$ cat src/rtl/addsub_pkg.sv
// Shared constants, FSM state type and sizing helper for the chunk-serial add/subtract unit.
package addsub_pkg;

   localparam logic OP_ADD = 1'b0;
   localparam logic OP_SUB = 1'b1;

   typedef enum logic [1:0] {
      ST_IDLE,
      ST_RUN,
      ST_DONE
   } state_t;

   function automatic int unsigned nchunk(input int unsigned width, input int unsigned chunk);
      return width / chunk;
   endfunction

endpackage

$ cat src/rtl/addsub_chunk.sv
// One CHUNK-bit adder slice; c_msb is the carry into the slice MSB, used for signed overflow.
module addsub_chunk #(
   parameter int unsigned CHUNK = 8
) (
   input  logic [CHUNK-1:0] a,
   input  logic [CHUNK-1:0] b,
   input  logic             cin,
   output logic [CHUNK-1:0] sum,
   output logic             cout,
   output logic             c_msb
);

   assign {cout, sum} = {1'b0, a} + {1'b0, b} + {{CHUNK{1'b0}}, cin};
   // Sum bit = a ^ b ^ carry-in, so the carry into the MSB falls out of the XOR.
   assign c_msb = a[CHUNK-1] ^ b[CHUNK-1] ^ sum[CHUNK-1];

endmodule

$ cat src/rtl/addsub_serial.sv
// Chunk-serial two's-complement ADD/SUB with carry/overflow/zero flags and valid/ready handshakes.
// Optional saturation (extra in_sat port) is enabled by defining ADDSUB_SATURATE_EN.
module addsub_serial
   import addsub_pkg::*;
#(
   parameter int unsigned WIDTH = 32,
   parameter int unsigned CHUNK = 8
) (
   input  logic             clk,
   input  logic             rst_n,
   input  logic             in_valid,
   output logic             in_ready,
   input  logic             in_op,
`ifdef ADDSUB_SATURATE_EN
   input  logic             in_sat,
`endif
   input  logic [WIDTH-1:0] in_a,
   input  logic [WIDTH-1:0] in_b,
   output logic             out_valid,
   input  logic             out_ready,
   output logic [WIDTH-1:0] result,
   output logic             carry,
   output logic             overflow,
   output logic             zero
);

   localparam int unsigned   N    = nchunk(WIDTH, CHUNK);
   localparam int unsigned   CW   = (N > 1) ? $clog2(N) : 1;
   localparam logic [CW-1:0] LAST = CW'(N - 1);

   if (WIDTH % CHUNK != 0) begin : g_bad_chunk
      $error("addsub_serial: WIDTH must be a multiple of CHUNK");
   end

   state_t           state, next_state;
   logic [CW-1:0]    count;
   logic [WIDTH-1:0] a_reg, b_reg, res_next;
   logic             run_c;
   logic [CHUNK-1:0] sl_a, sl_b, sl_sum;
   logic             sl_cout, sl_cmsb;
`ifdef ADDSUB_SATURATE_EN
   logic             sat_reg;
`endif

   always_ff @(posedge clk or negedge rst_n) begin
      if (!rst_n) state <= ST_IDLE;
      else        state <= next_state;
   end

   always_comb begin
      next_state = state;
      case (state)
         ST_IDLE: if (in_valid)        next_state = ST_RUN;
         ST_RUN:  if (count == LAST)   next_state = ST_DONE;
         ST_DONE: if (out_ready)       next_state = ST_IDLE;
         default:                      next_state = ST_IDLE;
      endcase
   end

   assign in_ready  = (state == ST_IDLE);
   assign out_valid = (state == ST_DONE);

   assign sl_a = a_reg[count*CHUNK +: CHUNK];
   assign sl_b = b_reg[count*CHUNK +: CHUNK];

   addsub_chunk #(.CHUNK(CHUNK)) u_slice (
      .a     (sl_a),
      .b     (sl_b),
      .cin   (run_c),
      .sum   (sl_sum),
      .cout  (sl_cout),
      .c_msb (sl_cmsb)
   );

   always_comb begin
      res_next = result;
      res_next[count*CHUNK +: CHUNK] = sl_sum;
`ifdef ADDSUB_SATURATE_EN
      // On overflow the raw MSB has the wrong sign: raw 1 means the true result was positive.
      if (count == LAST && sat_reg && (sl_cout ^ sl_cmsb))
         res_next = res_next[WIDTH-1] ? {1'b0, {(WIDTH-1){1'b1}}} : {1'b1, {(WIDTH-1){1'b0}}};
`endif
   end

   always_ff @(posedge clk or negedge rst_n) begin
      if (!rst_n) begin
         a_reg    <= '0;
         b_reg    <= '0;
         run_c    <= 1'b0;
         count    <= '0;
         result   <= '0;
         carry    <= 1'b0;
         overflow <= 1'b0;
         zero     <= 1'b0;
`ifdef ADDSUB_SATURATE_EN
         sat_reg  <= 1'b0;
`endif
      end else begin
         case (state)
            ST_IDLE: if (in_valid) begin
               a_reg   <= in_a;
               b_reg   <= in_b ^ {WIDTH{in_op == OP_SUB}};
               run_c   <= (in_op == OP_SUB);
               count   <= '0;
`ifdef ADDSUB_SATURATE_EN
               sat_reg <= in_sat;
`endif
            end
            ST_RUN: begin
               result <= res_next;
               run_c  <= sl_cout;
               count  <= count + 1'b1;
               if (count == LAST) begin
                  carry    <= sl_cout;
                  overflow <= sl_cout ^ sl_cmsb;
                  zero     <= (res_next == '0);
               end
            end
            default: ;
         endcase
      end
   end

endmodule

$ cat config.mk
export PLATFORM = sky130hd
export DESIGN_NAME = addsub_serial
export DESIGN_NICKNAME = d
export VERILOG_FILES = /design/src/rtl/addsub_pkg.sv /design/src/rtl/addsub_chunk.sv /design/src/rtl/addsub_serial.sv
export SDC_FILE = /design/constraint.sdc
export NUM_CORES = 1
export LEC_CHECK = 0
export ABC_AREA = 0
export CAP_MARGIN = 30
export CELL_PAD_IN_SITES_DETAIL_PLACEMENT = 1
export CELL_PAD_IN_SITES_GLOBAL_PLACEMENT = 2
export CORE_MARGIN = 1.5
export CORE_UTILIZATION = 35
export CTS_BUF_LIST = sky130_fd_sc_hd__clkbuf_4
export DETAILED_ROUTE_END_ITERATION = 12
export HOLD_SLACK_MARGIN = 0.03
export PLACE_DENSITY = 0.88
export SETUP_SLACK_MARGIN = 0.05
export SYNTH_ARGS = -nofsm -noshare
export SYNTH_HDL_FRONTEND = slang
export SYNTH_SLANG_ARGS = --single-unit
$ cat constraint.sdc
create_clock -name clk -period 4.25 [get_ports clk]
set_input_delay 0.425 -clock clk [delete_from_list [all_inputs] [get_ports clk]]
set_output_delay 0.425 -clock clk [all_outputs]
set_load 0.1 [all_outputs]
* After elaboration in Yosys (flattened, before gate mapping)
Index checks and enable logic that the tools add are counted.
Cells by class: add/subtract/negate cells 4, eq/ne operators 6, shift operators 4, muxes and demuxes 9, bitwise logic cells 4, reduce and logical (&&, ||, !) cells 7
Operators with widths (count):
- $shiftx 32x6->8 | 2
- $neg 5->34 | 1
- $shift 8x34->32 const A | 1
- $shiftx 8x34->32 | 1
- $bwmux 32 | 1
- $logic_not 32->1 | 1
- $xor 32x32->32 | 1
- $add 8x8->9 | 1
- $add 9x1->9 | 1
- $mux 2 | 4
- $pmux 2 s3 | 1
- $reduce_and 2->1 | 3
- $eq 2x2->1 const B | 2
- $ne 2x2->1 const B | 2
- $pmux 2 s2 | 1
- $reduce_and 3->1 | 1
- $xor 1x1->1 | 3
- $add 2x1->2 const B | 1
- $eq 2x1->1 const B | 1
- $logic_not 2->1 | 1
- $ne 2x1->1 const B | 1
- $pmux 1 s2 | 1
- $reduce_bool 2->1 | 1
- $mux 1 | 1
Word-level totals: flip-flop bits (word level) 104, word-level logic and storage cells 43

* Logic depth before layout (Yosys ltp)
Gate-level depths: netlist of run 1.
depth after elaboration 6, gate-level depth with buffers 12, gate-level depth less buffers 10

* Hierarchy
Synthesis of run 1 repeated with hierarchy kept, for this count alone.
Second synthesis, totals: cell total of the unflattened synthesis 417, area total of the unflattened synthesis 5133.7 µm²
Modules (own cells, without submodules):
- addsub_serial | instances 1, cells an instance 374, area each 4769.6 µm²
- addsub_chunk | instances 1, cells an instance 43, area each 364.1 µm²

* Least setup slack after synthesis of run 1
OpenSTA, ideal clock, no wires.
kind reg-to-reg, start register count[0], end register zero, setup time 0.066 ns, arrival 3.217 ns, required time 4.184 ns, path slack 0.967 ns, stages on the path, launching flop included 11, clock period less this slack 3.283 ns, path through dfrtp_1 clkbuf_1 buf_2 mux4_2 fa_1 a211oi_2 nor2_1 xor2_1 or4b_4 nor4_2 a31o_1
Between the ends: word-level cells in the longest chain between the ends 6
Ends and longest elaborated chain:
- from (decl) | RTL line addsub_serial.sv:36 | logic [CW-1:0] count;
- from (signal assigned) | RTL line addsub_serial.sv:112 | count <= count + 1'b1;
- $shiftx 32x6->8, on equally long branches | RTL line addsub_serial.sv:63, addsub_serial.sv:64
- $add 8x8->9 | RTL line addsub_chunk.sv:13 | assign {cout, sum} = {1'b0, a} + {1'b0, b} + {{CHUNK{1'b0}}, cin};
- $add 9x1->9 | RTL line addsub_chunk.sv:13
- $shiftx 8x34->32 | RTL line addsub_serial.sv:77 | res_next[count*CHUNK +: CHUNK] = sl_sum;
- $bwmux 32 | RTL line addsub_serial.sv:77
- $logic_not 32->1 | RTL line addsub_serial.sv:116 | zero <= (res_next == '0);
- to (signal assigned) | RTL line addsub_serial.sv:116
- to (decl) | RTL line addsub_serial.sv:24 | output logic zero
Several ways; a longest one is shown, not always the timed one. A chain may end at the register's enable or synchronous reset.

* Final worst setup path of run 1
Same ends and word-level chain as after synthesis.

==> results_dict.tcl, run 1 <==
set metrics [dict create \
    routed_wl_mm 12.9 \
    fin_crit_sh 0.798 \
    synth_ff_type "dfrtp_1" \
    ctsHoldBuffers 0 \
    cp.arrival_ps 3790 \
    clock_sinks 104 \
    ys_seq_area_frac 0.515 \
    yosys.area.top_type "dfrtp_1" \
    yosysTopAreaCellShare 0.515 \
    die_area_um2 15200 \
    drt-initial-drc-count 197 \
    critical_path.max_stage_delay_ps 620 \
    area.growth.synth_to_final_pct 26.6 \
    yosysUniqueCellTypes 43 \
    drv_cap 0 \
    grt_remaining_overflow 0 \
    io_pins 106 \
    startpoint "count[0]" \
    grt_pass1_wl_mm 20.7 \
    fin_nets 609 \
    setup_viol 0 \
    outcome "finished clean" \
    wl_per_cell_um 18.1 \
    grt_max_degree 69 \
    post_cts_buffers 0 \
    ctsResizeCount 0 \
    path_clk_slew_ps 150 \
    place_congestion 0.785 \
    drc 0 \
    die_y_um 123 \
    rr_startpoint "count[0]" \
    hpwl_mm 9.72 \
    grt_use_total 0.181 \
    vias_per_cell 5.23 \
    cts_tree "yes" \
    path_max_fanout 22 \
    core-area_um2 14000 \
    fin_ws_ps 858 \
    fp.dieW_um 123 \
    fmaxAchievable_mhz 295 \
    ys_warn_count 0 \
    root_buffer "clkbuf_4" \
    critical_path.cell_chain "buf_4, mux4_2, ha_1, o21ai_0, a21oi_1, o31ai_1, o311ai_1, a31o_1" \
    syn_inst 426 \
    post-route-util 0.457 \
    clockBufferDepth 2 \
    cp_slowest_cell "dfrtp_1" \
    synth_edf_count 0 \
    syn_avg_cell_area_um2 11.9 \
    rsz0062_at_grt "false" \
    start_util 0.361 \
    first_global_vias 3917 \
    final.min_clock_period_ps 3390 \
    fillers 1525 \
    maxSlewHeadroom 0.343 \
    timing.setup.tns_ps 0 \
    critPathKind "flip-flop to flip-flop" \
    stdcell_area_um2 6390 \
    ys_ff_latch 104 \
    reg2reg_slack_ps 860 \
    numCtsBuffers 9 \
    worstMarginPinSlew_ps 983 \
    firstDrtPassIters 4 \
    final_antenna_net_count 0 \
    vias 3714 \
    startpoint_type "flip-flop" \
    slew_viol_final 0 \
    hold_viol 0 \
    async_flop_share 1.00 \
    io_buffers 105 \
    syn_nets 510 \
    dp_slack_ps 837 \
    reg2reg_to "zero" \
    diodes 0 \
    synthesis.area_um2 5050 \
    ctsHtreeMaxLevel 3 \
    cp-end-kind "flip-flop" \
    antenna_found_initial 0 \
    dpl_cell_area_um2 6260 \
    drive_above_1_share 0.151 \
    synth_area_leaders "dfrtp_1 52%, mux2_2 7.1%, mux4_2 7.1%" \
    reg2reg_depth 8 \
    crit_required_ps 4650 \
    worst_hold_path_type "primary input to async pin" \
    rows 43 \
    worst_skew_pair.late_latency_ps 490 \
    fin_skew_ps 16.6 \
]
## per-layer routing
layer,wire [um],GRT usage,vias to the layer above
met2,6620,0.318,95
met3,536,0.0323,11
met1,5520,0.225,1882
li1,-,-,1726
met4,180,0.0575,0
met5,0,0,-
## synthesized netlist by cell type (all sizes together) (3+ instances only)
master and count:
o21ai 21, a22o 20, a21oi 40, inv 10, nor2 44, nand2 23, nor3 3, buf 13
clkbuf 8, dfrtp 104, xnor2 35, mux4 16, nor4 11, ha 13, or4 3, mux2 32
nand2b 4
## stage by stage
stage | hold WS (ps) | instances
after detailed placement | 495 | 694
final | 37.8 | 710
after global routing | 70.2 | 710
after floorplan | 129 | 426
after CTS | 44.0 | 710
after global placement | 486 | 694
## cell type report
cell class | instances | area [um^2] | area share
clock buffers | 11 | 82.6 | 0.0129
flip-flops and latches | 104 | 2600 | 0.407
clock inverters | 5 | 47.5 | 0.00744
well taps | 180 | 225 | 0.0352
inverters | 10 | 37.5 | 0.00587
multi-input cells | 291 | 2320 | 0.363
repair buffers | 109 | 1070 | 0.168
## kinds of logic after synthesis
family	count (synthesis)	share of synthesized area
xor+xnor	36	0.0639
buf+inv	31	0.0250
compound gates	96	0.119
fa+ha+maj	15	0.0401
flops	104	0.515
simple gates	95	0.0914
mux	49	0.145
## placed cells by master, fill, tap and decap left out, types with 4 or more instances in the layout
cell	instances
o21ai_1	4
buf_4	5
inv_1	10
a22o_2	4
nor4_1	8
o21ai_0	17
clkbuf_4	11
dfrtp_1	104
clkdlybuf4s50_1	103
mux2_2	32
xnor2_1	34
nand2b_1	4
a22o_1	16
mux4_2	16
a21oi_1	40
ha_1	13
nand2_1	23
nor2_1	43
## how the worst max path moves through the flow
| stage | endpoint | depth (start not counted) |
|---|---|---|
| floorplan | zero | 10 |
| global placement | zero | 8 |
| detailed placement | zero | 8 |
| CTS | zero | 8 |
| global route | result[30] | 8 |
| finish | zero | 8 |
## worst max-delay path, delay by kind of cell, from the launching register on
kind	cells	cell delay, ps
compound gates	5	1340
flops	1	620
mux	1	560
buf+inv	1	420
fa+ha+maj	1	370
Power of run 1 is left out: the tool's default activity adds up to more than one toggle a clock period on the data nets, which glitch-free logic cannot reach.
==> run 2: changes to the inputs <==
--- a/config.mk
+++ b/config.mk
@@ -10,11 +10,11 @@
 export CELL_PAD_IN_SITES_DETAIL_PLACEMENT = 1
 export CELL_PAD_IN_SITES_GLOBAL_PLACEMENT = 2
 export CORE_MARGIN = 1.5
-export CORE_UTILIZATION = 35
+export CORE_UTILIZATION = 31
 export CTS_BUF_LIST = sky130_fd_sc_hd__clkbuf_4
 export DETAILED_ROUTE_END_ITERATION = 12
 export HOLD_SLACK_MARGIN = 0.03
-export PLACE_DENSITY = 0.88
+export PLACE_DENSITY = 0.83
 export SETUP_SLACK_MARGIN = 0.05
 export SYNTH_ARGS = -nofsm -noshare
 export SYNTH_HDL_FRONTEND = slang
==> constraint.sdc (replaced) <==
create_clock -name clk -period 3.04 [get_ports clk]
set_input_delay 0.304 -clock clk [delete_from_list [all_inputs] [get_ports clk]]
set_output_delay 0.304 -clock clk [all_outputs]
set_load 0.1 [all_outputs]
==> results_dict.tcl, run 2 (same netlist as run 1, synthesis figures left out) <==
set metrics [dict create \
    outcome "finished clean" \
    final_antenna_net_count 0 \
    hold_viol 0 \
    fin_skew_ps 17.3 \
    critPathKind "flip-flop to flip-flop" \
    stdcell_area_um2 6560 \
    firstDrtPassIters 4 \
    place_congestion 0.805 \
    reg2reg_slack_ps 130 \
    die_area_um2 17100 \
    diodes 0 \
    reg2reg_to "zero" \
    start_util 0.318 \
    die_y_um 131 \
    path_max_fanout 6 \
    clock_sinks 104 \
    vias_per_cell 4.92 \
    grt_pass1_wl_mm 21.2 \
    final_cell_mix "102 x dfrtp_1, 66 x clkdlybuf4s50_1, 56 x buf_4" \
    rsz0062_at_grt "true" \
    drt-initial-drc-count 105 \
    fin_crit_sh 0.957 \
    area.growth.synth_to_final_pct 29.9 \
    wl_per_cell_um 17.5 \
    fin_nets 627 \
    io_pins 106 \
    multi_input_area_um2 2370 \
    crit_required_ps 3490 \
    maxSlewHeadroom 0.407 \
    root_buffer "clkbuf_4" \
    layout_commonest_cell "dfrtp_1" \
    first_global_vias 4103 \
    vias 3756 \
    routed_wl_mm 13.4 \
    worst_hold_path_type "primary input to async pin" \
    io_buffers 105 \
    fin_hold_ws_ps 304 \
    drive_above_1_share 0.263 \
    fp.dieW_um 131 \
    worst_skew_pair.late_latency_ps 510 \
    cp.arrival_ps 3360 \
    rr_startpoint "count[0]" \
    core-area_um2 15900 \
    cp-end-kind "flip-flop" \
    reg2reg_depth 9 \
    slew_viol_final 0 \
    grt_use_total 0.165 \
    numCtsBuffers 9 \
    setup_viol 0 \
    path_clk_slew_ps 170 \
    grt_max_degree 45 \
    final.min_clock_period_ps 2910 \
    fillers 1766 \
    startpoint_type "flip-flop" \
    dpl_cell_area_um2 6360 \
    antenna_found_initial 0 \
    clockBufferDepth 2 \
    fmaxAchievable_mhz 344 \
    grt_remaining_overflow 0 \
    regArea_um2 2610 \
    drc 0 \
    rows 46 \
    worstMarginPinSlew_ps 890 \
    ctsHtreeMaxLevel 3 \
    hpwl_mm 10.3 \
    drv_cap 0 \
    cts_tree "yes" \
]
run 2: critical path: stages (launching register included):
cell and delay, ps:
dfrtp_2 470, mux4_2 540, fa_2 370, buf_4 150
a211oi_4 230, nor2_1 80, xor2_1 160, or4b_4 540
nor4_4 150, a31o_1 170
run 2: routing by layer:
layer / vias up / track usage / part of all wire / wire length (um)
met2: 98 / 0.285 / 0.50 / 6660
met1: 1878 / 0.201 / 0.44 / 5850
li1: 1755 / - / - / -
met4: 0 / 0.0692 / 0.025 / 332
met3: 25 / 0.0350 / 0.039 / 519
met5: - / 0 / 0 / 0
run 2: cell type report:
| cell class | instances | share of cell area |
|---|---|---|
| flip-flops and latches | 104 | 0.397 |
| multi-input cells | 291 | 0.362 |
| repair buffers | 127 | 0.175 |
| well taps | 216 | 0.0412 |
| clock buffers | 9 | 0.0103 |
| clock inverters | 7 | 0.00859 |
| inverters | 10 | 0.00572 |
run 2: worst max-delay path by stage:
stage | start | to | slack (ps)
5_1_grt | count[0] | overflow | 20
6_report | count[0] | zero | 130
4_1_cts | count[0] | overflow | 80
2_1_floorplan | count[0] | zero | 90
3_5_place_dp | count[0] | result[6] | -9
3_3_place_gp | count[0] | zero | 130
run 2: through the flow:
step,setup TNS [ps],utilization,setup WS [ps],cells
6_report,0,0.413,131,764
3_5_place_dp,-8.67,0.401,-8.67,746
5_1_grt,0,0.413,24.7,764
2_1_floorplan,0,-,94.6,426
3_3_place_gp,0,0.399,130,745
4_1_cts,0,0.409,79.5,763
run 2: repair_timing:
action / 4_1_cts / 5_1_grt
setup buffers: 0 / 1
hold endpoints to repair: 41 / 0
gates cloned: 0 / 0
hold buffers: 1 / 0
pin swaps: 0 / 2
resized for setup: 2 / 11
endpoints found under the setup margin: 5 / 8
Power of run 2 is left out for the same reason.
==> run 3: changes to the inputs <==
--- a/config.mk
+++ b/config.mk
@@ -6,10 +6,9 @@
 export NUM_CORES = 1
 export LEC_CHECK = 0
 export ABC_AREA = 0
-export CAP_MARGIN = 30
 export CELL_PAD_IN_SITES_DETAIL_PLACEMENT = 1
 export CELL_PAD_IN_SITES_GLOBAL_PLACEMENT = 2
-export CORE_MARGIN = 1.5
+export CORE_MARGIN = 4
 export CORE_UTILIZATION = 31
 export CTS_BUF_LIST = sky130_fd_sc_hd__clkbuf_4
 export DETAILED_ROUTE_END_ITERATION = 12
==> results_dict.tcl, run 3 (same netlist as run 1, synthesis figures left out) <==
set metrics [dict create \
    fin_hold_ws_ps 396 \
    hold_viol 0 \
    first_global_vias 4136 \
    io_pins 106 \
    timing.setup.tns_ps 0 \
    core-area_um2 15900 \
    start_util 0.317 \
    grt_pass1_wl_mm 22.2 \
    path_max_fanout 4 \
    critical_path.max_stage_delay_ps 540 \
    drive_above_1_share 0.259 \
    worstMarginPinSlew_ps 878 \
    reg2reg_depth 11 \
    layout_commonest_cell "dfrtp_1" \
    cp_slowest_cell "mux4_2" \
    grt_max_degree 53 \
    critPathKind "flip-flop to flip-flop" \
    fin_nets 624 \
    root_buffer "clkbuf_4" \
    drc 0 \
    fp.dieW_um 136 \
    rr_startpoint "count[0]" \
    cp.arrival_ps 3280 \
    cpMostUsedCell "fa_2" \
    antenna_found_initial 0 \
    maxSlewHeadroom 0.414 \
    reg2reg_slack_ps 170 \
    die_y_um 136 \
    vias 3723 \
    clockBufferDepth 2 \
    firstDrtPassIters 4 \
    diodes 0 \
    fmaxAchievable_mhz 348 \
    rows 46 \
    final_cell_mix "103 x dfrtp_1, 66 x clkdlybuf4s50_1, 55 x buf_4" \
    grt_remaining_overflow 0 \
    cts_tree "yes" \
    die_area_um2 18400 \
    wl_per_cell_um 18.1 \
    vias_per_cell 4.89 \
    drt-initial-drc-count 138 \
    setup_viol 0 \
    drv_cap 0 \
    reg2reg_to "overflow" \
    ctsHtreeMaxLevel 3 \
    startpoint_type "flip-flop" \
    final.min_clock_period_ps 2870 \
    numCtsBuffers 9 \
    io_buffers 105 \
    fin_crit_sh 0.944 \
    worst_skew_pair.late_latency_ps 480 \
    place_congestion 0.818 \
    final_antenna_net_count 0 \
    startpoint "count[0]" \
    outcome "finished clean" \
    clock_sinks 104 \
    grt_use_total 0.156 \
    critical_path.cell_chain "mux4_2, fa_2, inv_1, fa_2, nand2b_4, a21oi_2, o31ai_2, buf_4, nand3b_1, a21o_1, a31oi_1" \
    slew_viol_final 0 \
    area.growth.synth_to_final_pct 29.0 \
    rsz0062_at_grt "true" \
    fin_skew_ps 17.9 \
    routed_wl_mm 13.8 \
    worst_hold_path_type "primary input to async pin" \
    cp-end-kind "flip-flop" \
    hpwl_mm 10.7 \
    crit_required_ps 3450 \
    fillers 1735 \
    path_clk_slew_ps 160 \
]
[run 3: stage by stage]
| step | std cells | util | setup slack (ps) | cell area (um^2) |
|---|---|---|---|---|
| after CTS | 759 | 0.406 | 33.0 | 6460 |
| after detailed placement | 742 | 0.396 | 102 | 6310 |
| after global placement | 742 | 0.396 | 182 | 6310 |
| final | 761 | 0.409 | 170 | 6520 |
| after floorplan | 426 | - | 94.6 | 5070 |
| after global routing | 761 | 0.409 | 35.7 | 6520 |
[run 3: worst max-delay path by stage]
| stage | to | slack (ps) | cells after the start |
|---|---|---|---|
| finish | overflow | 170 | 11 |
| global route | zero | 40 | 9 |
| CTS | zero | 30 | 9 |
| detailed placement | zero | 100 | 9 |
| global placement | zero | 180 | 9 |
| floorplan | zero | 90 | 10 |
[run 3: timing repair]
action                                  CTS  global route
endpoints found under the setup margin    2            12
hold buffers                              1             0
buffers inserted                          0             2
gates resized for setup                   1            10
pin swaps                                 0             3
endpoints found under the hold margin    50             0
[run 3: worst max-delay path, delay by kind of cell (launching register included)]
family                   cells  cell delay, ps
flip-flops                   1             460
buffers and inverters        2             270
AND/OR/NAND/NOR              2             210
adder cells (fa/ha/maj)      2             610
multiplexers                 1             540
AO/OA/AOI/OAI                4             700
[run 3: area by class of cell]
type                            count  area, um^2  share of cell area
Clock buffer                       11        82.6              0.0127
Clock inverter                      5        57.6             0.00883
Inverter                           10        37.5             0.00576
Multi-Input combinational cell    291        2360               0.362
Sequential cell                   104        2600               0.400
Tap cell                          216         270              0.0415
Timing Repair Buffer              124        1110               0.170
[run 3: routing by layer]
metal  global-route usage  part of all wire
met5                    0                 0
met3               0.0405             0.045
met2                0.272              0.52
met1                0.194              0.42
met4               0.0398             0.016
Power of run 3 is left out for the same reason.
==> edit 1: new RTL, config.mk and constraints of run 3 <==
Make the reset (`rst_n`) synchronous in 2 clocked blocks.
--- a/src/rtl/addsub_serial.sv
+++ b/src/rtl/addsub_serial.sv
@@ -42,7 +42,7 @@
    logic             sat_reg;
 `endif
 
-   always_ff @(posedge clk or negedge rst_n) begin
+   always_ff @(posedge clk) begin
       if (!rst_n) state <= ST_IDLE;
       else        state <= next_state;
    end
@@ -82,7 +82,7 @@
 `endif
    end
 
-   always_ff @(posedge clk or negedge rst_n) begin
+   always_ff @(posedge clk) begin
       if (!rst_n) begin
          a_reg    <= '0;
          b_reg    <= '0;
Behaviour: differs if rst_n is asserted again (counterexample within 4 cycles, from zero or initial values and one cycle with rst_n low); with rst_n held inactive, the same outputs for 10 cycles.
==> edit 1 against run 3 <==
- largest cell class is now multi-input combinational cells
- critical path type unchanged
- sequential cell count unchanged
- setup slack got worse by 0.068 ns
- wire length increased by 8.2%
- synthesized area increased by 3.3%
- design area increased by 3.0%
Power is left out: it rests on default switching activity, and per cell area and clock period it moved more than threefold.
==> edit 1: results (changes against run 3) <==
Logic synthesis
  – Top cells by area, synth: dfxtp_1 (40%), nand2_1 (9.1%), o211a_1 (7.3%)
  – Register area share after synthesis: 39.90% (-12 points)
  – Synthesized Nets: 643 (+26%)
  – Post-synth ARST share: 0% (-100 points)
  – Top_reg_cell synth: dfxtp_1
  – Syn_area_per_cell: 9.334 µm² (-21%)
  – Adder and majority cell fraction of the synthesized area: 3.885% (-0.13 points)
  – Mux contribution to synthesized area: 7.290% (-7.2 points)

Placement
  – Final Wtd Congestion: 0.8416 (+2.9%)
  – Hpwl dp: 11230 µm (+4.9%)
  – Placed Cells: 860 (+16%)
  – DP Worst Slack: -0.1426 ns (-0.2442 ns)
  – Placement Cell Area: 6447 µm² (+2.2%)

Finish
  – CLK BUF: 9 (-2)
  – Reg area: 2086 µm² (-20%)
  – # diodes: 1 (+1)
  – Nets: 739 (+18%)
  – #MultiIn Comb: 405 (+39%)
  – Clock-cell share: 2.163% (+0.013 points)
  – Fraction of area in multi-input gates: 45.30% (+9.1 points)
  – Layout Cells excl Fill: 881 (+16%)
  – Layout fillers: 1879 (+8.3%)
  – Multi-input gate area: 3039 µm² (+29%)
  – Layout cells sized above 1: 16.52% (-9.4 points)

Timing
  – Slew margin rel.: 38.44% (-3.0 points)

Setup path
  – Critical Path AT: 3.31 ns (+0.03 ns)
  – Reg2Reg Depth: 10 (-1)
  – Crit path max fanout: 5 (+1)

GRT
  – Tot GR Track Use: 15.72% (+0.098 points)
  – Vias in the first global route: 4542 (+9.8%)

Drt
  – 1st-iter DRT viols: 219 (+59%)
  – Vias: 4356 (+17%)
  – Pre-Repair DR Iteration Count: 5 (+1)

Status
  – Status: finished clean

Min path
  – HP Class: in2reg
==> edit 1: logic make-up after synthesis <==
group	after synthesis
AND/OR/NAND/NOR	197
flip-flops	104
XOR/XNOR	36
AO/OA/AOI/OAI	139
multiplexers	18
buffers and inverters	50
adder cells (fa/ha/maj)	15
==> edit 1: per-layer routing <==
layer	GRT usage (%)	share of wire, %
met3	2.958	3.4
met2	26.71	50
met1	20.32	45
met5	0	0
met4	4.555	1.5
==> edit 1: timing repair <==
action | 4_1_cts | 5_1_grt
hold endpoints to repair | 0 | 0
gates resized for setup | 3 | 14
pin swaps | 0 | 10
endpoints found under the setup margin | 8 | 11
setup buffers | 0 | 4
==> edit 1: final timing paths <==
kind,from,endpoint,slack [ns]
min reg2reg,a_reg[30],a_reg[30],0.48
max,count[0],overflow,0.10
min,in_a[5],a_reg[5],0.37
max reg2reg,count[0],overflow,0.10
==> edit 2: new RTL, config.mk and constraints of run 3 <==
Without the edit above. Add a define of `ADDSUB_SATURATE_EN`.
--- a/src/rtl/addsub_serial.sv
+++ b/src/rtl/addsub_serial.sv
@@ -1,5 +1,7 @@
 // Chunk-serial two's-complement ADD/SUB with carry/overflow/zero flags and valid/ready handshakes.
 // Optional saturation (extra in_sat port) is enabled by defining ADDSUB_SATURATE_EN.
+`define ADDSUB_SATURATE_EN
+
 module addsub_serial
    import addsub_pkg::*;
 #(
Ports: changed (added in_sat); port bits go from 106 to 107. No check against the original RTL was run, so the function may have changed too.
==> edit 2 against run 3 <==
- the flow now finishes with violations (negative setup slack)
- synthesized area up 14%
- worst hold slack got worse by 0.099 ns
- sequential share of layout area fell by 7.0 points
- design area grew 22%
- largest cell class is now multi-input combinational cells
- sequential cell count up 1
- setup slack got worse by 0.45 ns
- synthesized cell count increased by 37%
- wire length grew 32%
Power is left out: the tool's default activity adds up to more than one toggle a clock period on the data nets, which glitch-free logic cannot reach.
==> edit 2: results (changes against run 3) <==
Placement
  – Placement Cell Area: 7388 µm² (+17%)
  – Final Wtd Congestion: 0.8872 (+8.4%)
  – Port Buffers: 106 (+0.95%)
  – Hpwl dp: 13820 µm (+29%)
  – Placed Cells: 950 (+28%)

Min path
  – HP Class: in2reg

Drt
  – Avg WL per Cell: 18.48 µm (+2.1%)
  – Met3 routed WL: 687 µm (+12%)
  – Met1 WL: 7962 µm (+37%)

GRT
  – Pin count of the biggest net entering global routing: 77 (+45%)
  – First-pass GRT wire length: 29510 µm (+33%)
  – Met3 Resource Use GR: 2.679% (-1.4 points)
  – Vias in the first global route: 5456 (+32%)

Status
  – Failing checks: negative setup slack
  – Status: complete, but fails checks

Timing
  – Final WS setup: -0.2764 ns (-0.4464 ns)
  – Least-Margin Pin Slew: 0.9358 ns (+0.05750 ns)
  – Final setup violation count: 33 (+33)

Logic synthesis
  – Register area share after synthesis: 45.75% (-5.8 points)
  – Yosys cell types: 66 (+53%)

Finish
  – Layout fillers: 2027 (+17%)
  – Finished Cell Area: 7966 µm² (+22%)
  – Plain + repair buffers: 192 (+55%)
  – Signal buf overhead: 21.50% (+4.5 points)

Clocking
  – CTS sink cnt: 105 (+0.96%)
==> edit 2: cell types whose count changed after synthesis, moves of 16 or more <==
cell,change
a22o_1,-16
a211o_1,+24
o21ai_0,+28
nand2_1,+133
nor2_1,-27
clkbuf_1,+20
a21oi_1,-36
nor3_1,+26
mux2_2,-30
==> edit 2: cell families (layout without fill, tap and decap cells) <==
kind of cell / count (synthesis) / count (layout) / synth area share (%)
muxes: 20 / 20 / 7.320
other: 0 / 1 / 0
AOI/OAI and AO/OA: 117 / 117 / 14.73
adders and majority gates: 15 / 15 / 3.530
buffers and inverters: 49 / 223 / 3.529
xor gates and xnor gates: 39 / 39 / 6.275
and+or+nand+nor: 237 / 238 / 18.87
DFF: 105 / 105 / 45.75
==> edit 2: timing repair <==
action,CTS,global route
cloned,2,0
gates resized for setup,34,12
setup buffers,15,4
hold buffers,1,0
pin swaps,13,9
endpoints found under the setup margin,33,36
hold endpoints to repair,69,0
==> edit 2: path summary, 6_finish.rpt <==
check	cells after the start	endpoint	slack, ns	start
min in group asynchronous	2	result[0]	0.44	rst_n
hold / removal	3	a_reg[26]	0.30	in_a[26]
max in group asynchronous	3	a_reg[4]	1.74	rst_n
setup / recovery	12	result[15]	-0.28	b_reg[0]
hold reg to reg	2	a_reg[12]	0.50	a_reg[12]
setup reg to reg	12	result[15]	-0.28	b_reg[0]
==> edit 2: stage by stage <==
step                      hold slack [ns]  setup slack [ns]
after floorplan                  0.008409           -0.3629
after global placement             0.4619           -0.3890
after detailed placement           0.4638           -0.4804
after CTS                          0.2764           -0.2467
after global routing               0.2817           -0.4125
final                              0.2972           -0.2764
